**config.mk**
```make
export PLATFORM = sky130hd
export DESIGN_NAME = alu_arb_seq
export DESIGN_NICKNAME = d
export VERILOG_FILES = /design/src/rtl/alu_arb_seq_pkg.sv /design/src/rtl/alu_arb_seq_alu_core.sv /design/src/rtl/alu_arb_seq.sv
export SDC_FILE = /design/constraint.sdc
export NUM_CORES = 1
export LEC_CHECK = 0
export CAP_MARGIN = 20
export CORE_UTILIZATION = 54
export DETAILED_ROUTE_END_ITERATION = 7
export GPL_TIMING_DRIVEN = 0
export PLACE_DENSITY = 0.86
export SYNTH_ARGS = -nofsm -noshare
export SYNTH_HDL_FRONTEND = slang
export SYNTH_SLANG_ARGS = --single-unit
```
**constraint.sdc**
```tcl
create_clock -name clk -period 6.58 [get_ports clk]
set_input_delay 0.987 -clock clk [delete_from_list [all_inputs] [get_ports clk]]
set_output_delay 0.987 -clock clk [all_outputs]
set_load 0.02 [all_outputs]
```
**src/rtl/alu_arb_seq_pkg.sv**
```systemverilog
// Shared definitions for the two-requester ALU sequencer: opcodes,
// controller state encoding and the flag bundle layout.
package alu_arb_seq_pkg;

    localparam logic [2:0] OP_ADD = 3'd0;
    localparam logic [2:0] OP_SUB = 3'd1;
    localparam logic [2:0] OP_NOT = 3'd2;
    localparam logic [2:0] OP_AND = 3'd3;
    localparam logic [2:0] OP_OR  = 3'd4;
    localparam logic [2:0] OP_XOR = 3'd5;
    localparam logic [2:0] OP_SLT = 3'd6;
    localparam logic [2:0] OP_EQ  = 3'd7;

    typedef enum logic [1:0] {
        IDLE = 2'd0,
        EXEC = 2'd1,
        RESP = 2'd2
    } state_t;

    typedef struct packed {
        logic cout;
        logic over;
        logic zero;
    } flags_t;

endpackage

```
**src/rtl/alu_arb_seq_alu_core.sv**
```systemverilog
// Purely combinational W-bit ALU; over/cout are meaningful only for add/sub.
module alu_core
    import alu_arb_seq_pkg::*;
#(
    parameter int W = 4
) (
    input  logic [2:0]   op,
    input  logic [W-1:0] a,
    input  logic [W-1:0] b,
    output logic [W-1:0] f,
    output logic         zero,
    output logic         over,
    output logic         cout
);

    logic [W:0] sum;
    logic       lt;
    logic       eq;

    assign lt = ($signed(a) < $signed(b));
    assign eq = (a == b);

    always_comb begin
        sum  = '0;
        f    = '0;
        over = 1'b0;
        cout = 1'b0;
        case (op)
            OP_ADD: begin
                sum  = {1'b0, a} + {1'b0, b};
                f    = sum[W-1:0];
                cout = sum[W];
                over = (a[W-1] == b[W-1]) && (f[W-1] != a[W-1]);
            end
            OP_SUB: begin
                // cout=1 means no borrow, as in a+~b+1
                sum  = {1'b0, a} + {1'b0, ~b} + (W+1)'(1);
                f    = sum[W-1:0];
                cout = sum[W];
                over = (a[W-1] != b[W-1]) && (f[W-1] != a[W-1]);
            end
            OP_NOT:  f = ~a;
            OP_AND:  f = a & b;
            OP_OR:   f = a | b;
            OP_XOR:  f = a ^ b;
            OP_SLT:  f = {{(W-1){1'b0}}, lt};
            OP_EQ:   f = {{(W-1){1'b0}}, eq};
            default: f = '0;
        endcase
    end

    assign zero = (f == '0);

endmodule

```
**src/rtl/alu_arb_seq.sv**
```systemverilog
// Round-robin shares one ALU between two requesters; IDLE->EXEC->RESP sequencing,
// response valid two cycles after grant, held until rsp_ready.
module alu_arb_seq
    import alu_arb_seq_pkg::*;
#(
    parameter int W     = 4,
    parameter int CNT_W = 8
) (
    input  logic             clk,
    input  logic             rst,
    input  logic             req0_valid,
    output logic             req0_ready,
    input  logic [2:0]       req0_op,
    input  logic [W-1:0]     req0_a,
    input  logic [W-1:0]     req0_b,
    input  logic             req1_valid,
    output logic             req1_ready,
    input  logic [2:0]       req1_op,
    input  logic [W-1:0]     req1_a,
    input  logic [W-1:0]     req1_b,
    output logic             rsp_valid,
    input  logic             rsp_ready,
    output logic             rsp_id,
    output logic [W-1:0]     rsp_f,
    output logic             rsp_zero,
    output logic             rsp_over,
    output logic             rsp_cout,
    output logic             busy,
    output logic [CNT_W-1:0] cnt0,
    output logic [CNT_W-1:0] cnt1
);

    state_t         state;
    state_t         state_nxt;
    logic           rr_last;
    logic           grant0;
    logic           grant1;
    logic [2:0]     op_q;
    logic [W-1:0]   a_q;
    logic [W-1:0]   b_q;
    logic           id_q;
    logic [W-1:0]   alu_f;
    flags_t         alu_flags;
    logic           rsp_done;

    alu_core #(.W(W)) u_alu (
        .op   (op_q),
        .a    (a_q),
        .b    (b_q),
        .f    (alu_f),
        .zero (alu_flags.zero),
        .over (alu_flags.over),
        .cout (alu_flags.cout)
    );

    always_ff @(posedge clk) begin
        if (rst) begin
            state <= IDLE;
        end else begin
            state <= state_nxt;
        end
    end

    // rr_last=1 means req1 was granted last, so req0 wins the next tie.
    always_comb begin
        state_nxt = state;
        grant0    = 1'b0;
        grant1    = 1'b0;
        case (state)
            IDLE: begin
                if (!rst) begin
                    if (req0_valid && (!req1_valid || rr_last)) begin
                        grant0 = 1'b1;
                    end else if (req1_valid) begin
                        grant1 = 1'b1;
                    end
                end
                if (grant0 || grant1) begin
                    state_nxt = EXEC;
                end
            end
            EXEC:    state_nxt = RESP;
            RESP:    if (rsp_ready) state_nxt = IDLE;
            default: state_nxt = IDLE;
        endcase
    end

    assign req0_ready = grant0;
    assign req1_ready = grant1;
    assign busy       = (state != IDLE);
    assign rsp_done   = (state == RESP) && rsp_ready;

    always_ff @(posedge clk) begin
        if (rst) begin
            rr_last <= 1'b1;
            op_q    <= '0;
            a_q     <= '0;
            b_q     <= '0;
            id_q    <= 1'b0;
        end else if (grant0 || grant1) begin
            rr_last <= grant1;
            id_q    <= grant1;
            op_q    <= grant1 ? req1_op : req0_op;
            a_q     <= grant1 ? req1_a  : req0_a;
            b_q     <= grant1 ? req1_b  : req0_b;
        end
    end

    always_ff @(posedge clk) begin
        if (rst) begin
            rsp_valid <= 1'b0;
            rsp_id    <= 1'b0;
            rsp_f     <= '0;
            rsp_zero  <= 1'b0;
            rsp_over  <= 1'b0;
            rsp_cout  <= 1'b0;
        end else if (state == EXEC) begin
            rsp_valid <= 1'b1;
            rsp_id    <= id_q;
            rsp_f     <= alu_f;
            rsp_zero  <= alu_flags.zero;
            rsp_over  <= alu_flags.over;
            rsp_cout  <= alu_flags.cout;
        end else if (rsp_done) begin
            rsp_valid <= 1'b0;
        end
    end

    always_ff @(posedge clk) begin
        if (rst) begin
            cnt0 <= '0;
            cnt1 <= '0;
        end else if (rsp_done) begin
            if (!rsp_id && (cnt0 != {CNT_W{1'b1}})) begin
                cnt0 <= cnt0 + CNT_W'(1);
            end
            if (rsp_id && (cnt1 != {CNT_W{1'b1}})) begin
                cnt1 <= cnt1 + CNT_W'(1);
            end
        end
    end

endmodule

```
* Word-level counts from Yosys, hierarchy flattened *
Index checks and enable logic that the tools add are counted.

storage, ports and cells
  input bits = 27
  logic and storage cells = 82
  output and inout bits = 28
  register bits after elaboration = 40

cells by class
  reductions and logical operators = 19
  magnitude comparators = 1
  equal/unequal tests = 18
  bitwise operators = 5
  muxes and demuxes = 20
  $add $sub $neg = 5

operators with widths
  operator             number
  $pmux 4 s8           1
  $add 8x1->8 const B  2
  $ne 8x8->1 const B   2
  $eq 3x3->1 const B   4
  $mux 1               11
  $add 4x4->5          2
  $mux 4               2
  $not 4->4            2
  $eq 3x2->1 const B   2
  $logic_and 1x1->1    6
  $pmux 2 s3           1
  $reduce_and 2->1     3
  $add 5x1->5 const B  1
  $and 4x4->4          1
  $eq 4x4->1           1
  $logic_not 4->1      1
  $lt 4x4->1           1
  $mux 2               2
  $ne 2x2->1 const B   2
  $or 4x4->4           1
  $pmux 1 s2           2
  $reduce_bool 2->1    2
  $xor 4x4->4          1
  $eq 3x1->1 const B   1
  other kinds (9)      14

* Logic depth before layout (Yosys ltp) *
  word-level depth = 9
  gate-level depth with buffers = 8
  mapped depth without buffers = 8

* Cells and area by module *
Synthesis repeated with hierarchy kept, for this count alone.

second synthesis, totals
  cell total of the unflattened synthesis = 285
  area total of the unflattened synthesis = 2364.8 sq um

modules (own cells, without submodules)
  module       area each (sq um)  cells each  times used  sequential area each (sq um)
  alu_arb_seq  1704.1             198         1           800.8
  alu_core     660.6              87          1           0.0

* Worst setup path before layout *
Ideal clock, no wire load.

  path type = in2out
  start point = input rst
  end point = output req1_ready
  data arrival time = 1560 ps
  path slack = 4033 ps
  path buffers = 2
  stages on the path = 4
  required time = 5593 ps
  path through = nor2_1 -> and3_1 -> buf_2 -> buf_4

between the ends
  word-level cells in the longest chain between the ends = 3

ends and longest elaborated chain
  element               RTL line           text
  start, declared       alu_arb_seq.sv:10  input logic rst,
  $mux 1                alu_arb_seq.sv:71  if (!rst) begin
  $mux 1 (2 in series)  alu_arb_seq.sv:69  case (state)
  end, declared         alu_arb_seq.sv:17  output logic req1_ready,

Every way passes these cells. The select of a mux whose other input is x is not followed.

* Final worst setup path *
  start point = input rst
  end point = output req0_ready

between the ends
  word-level cells in the longest chain between the ends = 3

ends and longest elaborated chain
  element               RTL line           text
  $mux 1                alu_arb_seq.sv:71
  $mux 1 (2 in series)  alu_arb_seq.sv:69
  end, declared         alu_arb_seq.sv:12  output logic req0_ready,

Every way passes these cells. The select of a mux whose other input is x is not followed.

==> impl_metrics.py <==
metrics = {
    "placed_design": {
        "port-buffer-count": 54,
        "dpl.hpwl_mm": 4.17,
        "gp_congestion": 0.920,
        "dpl.cell_count": 373,
    },
    "logic_synthesis": {
        "syn_nets": 312,
        "synth_top_area_share_pct": 34.8,
        "synth-seq-cells": 40,
        "netlist_instances": 269,
        "ys.flop_type": "dfxtp_1",
        "synth_area_sq_um": 2300,
        "synthArstFlopShare_pct": 0,
        "synth_area_leaders": "dfxtp_1 35%, ha_1 7.6%, nor2_1 5.4%, a222oi_1 4.8%, a21oi_1 3.7%",
        "ys_types": 54,
        "synth_edf_count": 0,
        "yosys.area.top_type": "dfxtp_1",
        "ys_seq_area_share_pct": 34.8,
        "synth.avg_cell_area_sq_um": 8.55,
        "ys_top_cells_by_count": "40 x dfxtp_1, 33 x nor2_1, 20 x inv_1, 17 x a21oi_1, 17 x nand2_1",
        "synth.most_common_cell": "dfxtp_1",
        "yosysWarnings": 0,
    },
    "routing": {
        "wire_per_inst_um": 14.9,
        "viasPerCell": 5.90,
        "dr.pass1.iters": 7,
        "ant_nets": 0,
        "postRouteWirelength_mm": 5.67,
        "vias": 2248,
        "route.detailed.drc": 0,
        "drtIter0Drc": 204,
    },
    "sta": {
        "fin_crit_sh_pct": 56.8,
        "slew_headroom_pct": 64.1,
        "slew_violations": 0,
        "hold_ws_ns": 0.458,
        "fmax_mhz": 268,
        "finalClockSkew_ns": 0.00384,
        "hold_viol_final": 0,
        "totalNegativeSetupSlack_ns": 0,
        "tightest_slew_ns": 0.539,
        "rsz0062_at_grt": "false",
        "min_period_ns": 3.73,
        "setup_violations": 0,
    },
    "worst_setup_path": {
        "r2r_end": "rsp_zero",
        "path_delay_family": "buffers and inverters",
        "path_max_fanout": 10,
        "ff2ff_setup_slack_ns": 4.27,
        "slowest_delay_ns": 0.64,
        "end_kind": "output port",
        "reg2reg_from": "a_q[0]",
        "path_cells": "clkdlybuf4s50_1 > nor2_1 > nand3_1 > inv_1 > buf_2 > clkdlybuf4s50_1",
        "slowest_stage": "clkdlybuf4s50_1",
        "rr_worst_depth": 8,
        "crit_end": "req0_ready",
        "cp.depth": 6,
        "worstPathRequired_ns": 5.59,
        "crit_top_cell": "clkdlybuf4s50_1",
        "worstSetupPathType": "in2out",
        "critPathBufInv": 4,
        "start_kind": "input port",
        "crit_path_start": "rst",
        "worst_ep_arrival_time_ns": 2.75,
    },
    "global_routing": {
        "grt_pass1_vias": 2077,
        "grt_util_all_layers_pct": 26.8,
        "grt-ovfl-total": 0,
        "antenna_found_initial": 0,
        "grt_max_degree": 13,
        "grt_pass1_wl_mm": 9.18,
    },
    "power": {
        "swShare_pct": 29.9,
        "comb_power_share_pct": 24.6,
        "powerDensity_nw_per_um2": 193,
        "power.share.clock_pct": 29.6,
        "power_frac_seq_pct": 45.8,
        "ir_drop_mv": 0.161,
        "intPower_w": 0.000407,
        "power.leakage_nw": 1.13,
        "power.switching_w": 0.000173,
        "total_power_w": 0.000580,
    },
    "clock_network": {
        "clkTransAtPathRegs_ns": 0.08,
        "cts_inserted_buffers": 5,
        "cts_hold_buf": 0,
        "h-tree-depth": 2,
        "cts_resized": 0,
        "cts_tree": "yes",
        "clk_latency_ns": 0.29,
        "cts.path.max_buffers": 2,
        "cts_sinks": 40,
        "cts_post_setup_buffers_inserted": 0,
        "root_buffer": "clkbuf_8",
    },
    "floorplan": {
        "core_area_sq_um": 4060,
        "num_rows": 23,
        "dieArea_sq_um": 4530,
        "die_height_um": 67.3,
        "io_pins": 55,
        "dieWidth_um": 67.3,
        "start_util_pct": 56.7,
    },
    "final_layout": {
        "multi_input_area_sq_um": 1340,
        "seq_area_sq_um": 801,
        "n_antenna_cell": 0,
        "stdcell_count": 381,
        "area_growth_pct": 30.3,
        "layout-drive-gt1-share_pct": 7.55,
        "final_util_pct": 73.9,
        "fillCellCount": 310,
        "final_nets": 373,
    },
    "status": {
        "status": "finished, final reports clean",
    },
    "flow_run": {
        "cap_violations": 0,
    },
    "worst_hold_path": {
        "holdCritPathClass": "reg2reg",
    },
}
## stage by stage
step	worst slack [ns]	instance area [sq um]
after floorplan	4.03	2300
after global placement	2.89	2900
after detailed placement	2.86	2900
after CTS	2.86	3000
after global routing	2.78	3000
final	2.85	3000
## worst register-to-register path: stages, from the launching register on
cell and delay [ns]:
dfxtp_1 0.39, inv_1 0.10, ha_1 0.24, fa_1 0.41, o21bai_1 0.18, o2111ai_1 0.15
a311oi_1 0.42, and4_1 0.25, a32o_1 0.12
## cell families (layout without fill, tap and decap cells)
kind of cell / after synthesis / after routing / share of synthesized area [%]
buf+inv: 37 / 99 / 7.07
fa+ha+maj: 16 / 16 / 9.35
simple gates: 96 / 96 / 20.4
compound gates: 63 / 63 / 21.0
flops: 40 / 40 / 34.8
mux: 5 / 5 / 2.72
xor+xnor: 12 / 12 / 4.57
## registers in the layout, indices dropped and copies added, names as in the netlist, 2 cells and up
signal  flops
cnt1        8
b_q         4
rsp_f       4
op_q        3
cnt0        8
state       2
a_q         4
## cell type report
type                            count  share of cell area (%)
Timing Repair Buffer               54                    18.0
Multi-Input combinational cell    192                    44.6
Clock inverter                      1                   0.250
Buffer                             17                    2.92
Inverter                           20                    2.50
Tap cell                           50                    2.09
Clock buffer                        7                    2.88
Sequential cell                    40                    26.7
## worst min-delay path by stage
stage / depth (start not counted) / start / endpoint
after floorplan: 2 / id_q / rsp_id
after global placement: 2 / rsp_over / rsp_over
after detailed placement: 2 / rsp_over / rsp_over
after CTS: 2 / rsp_over / rsp_over
after global routing: 2 / rsp_f[3] / rsp_f[3]
final: 2 / rsp_over / rsp_over
## power groups by stage
stage,combinational (W),clock (W),sequential (W)
global placement,0.000137,0,0.000270
finish,0.000143,0.000172,0.000265
detailed placement,0.000140,0,0.000270
global route,0.000155,0.000183,0.000267
floorplan,0.0000867,0,0.000273
CTS,0.000141,0.000173,0.000265
## placed cells by master, fill, tap and decap left out, types with 3 or more instances in the layout
master	n
clkdlybuf4s50_1	54
dfxtp_1	40
nor2_1	33
inv_1	20
nand2_1	17
a21oi_1	17
ha_1	14
nand3_1	11
a222oi_1	11
xnor2_1	9
nor3_1	8
buf_2	7
clkbuf_1	7
nand2b_1	6
o21ai_0	6
clkbuf_8	6
a211oi_1	5
mux2i_1	4
or3_1	4
or2_2	3
xor2_1	3
o21bai_1	3
## routing by layer
layer,GRT usage (%),vias to the layer above,wire (um)
li1,-,1090,-
met1,34.7,1044,2510
met2,43.1,95,2690
met3,4.73,19,337
met4,12.2,0,126
met5,0,-,0
(Power assumes the default switching activity.)
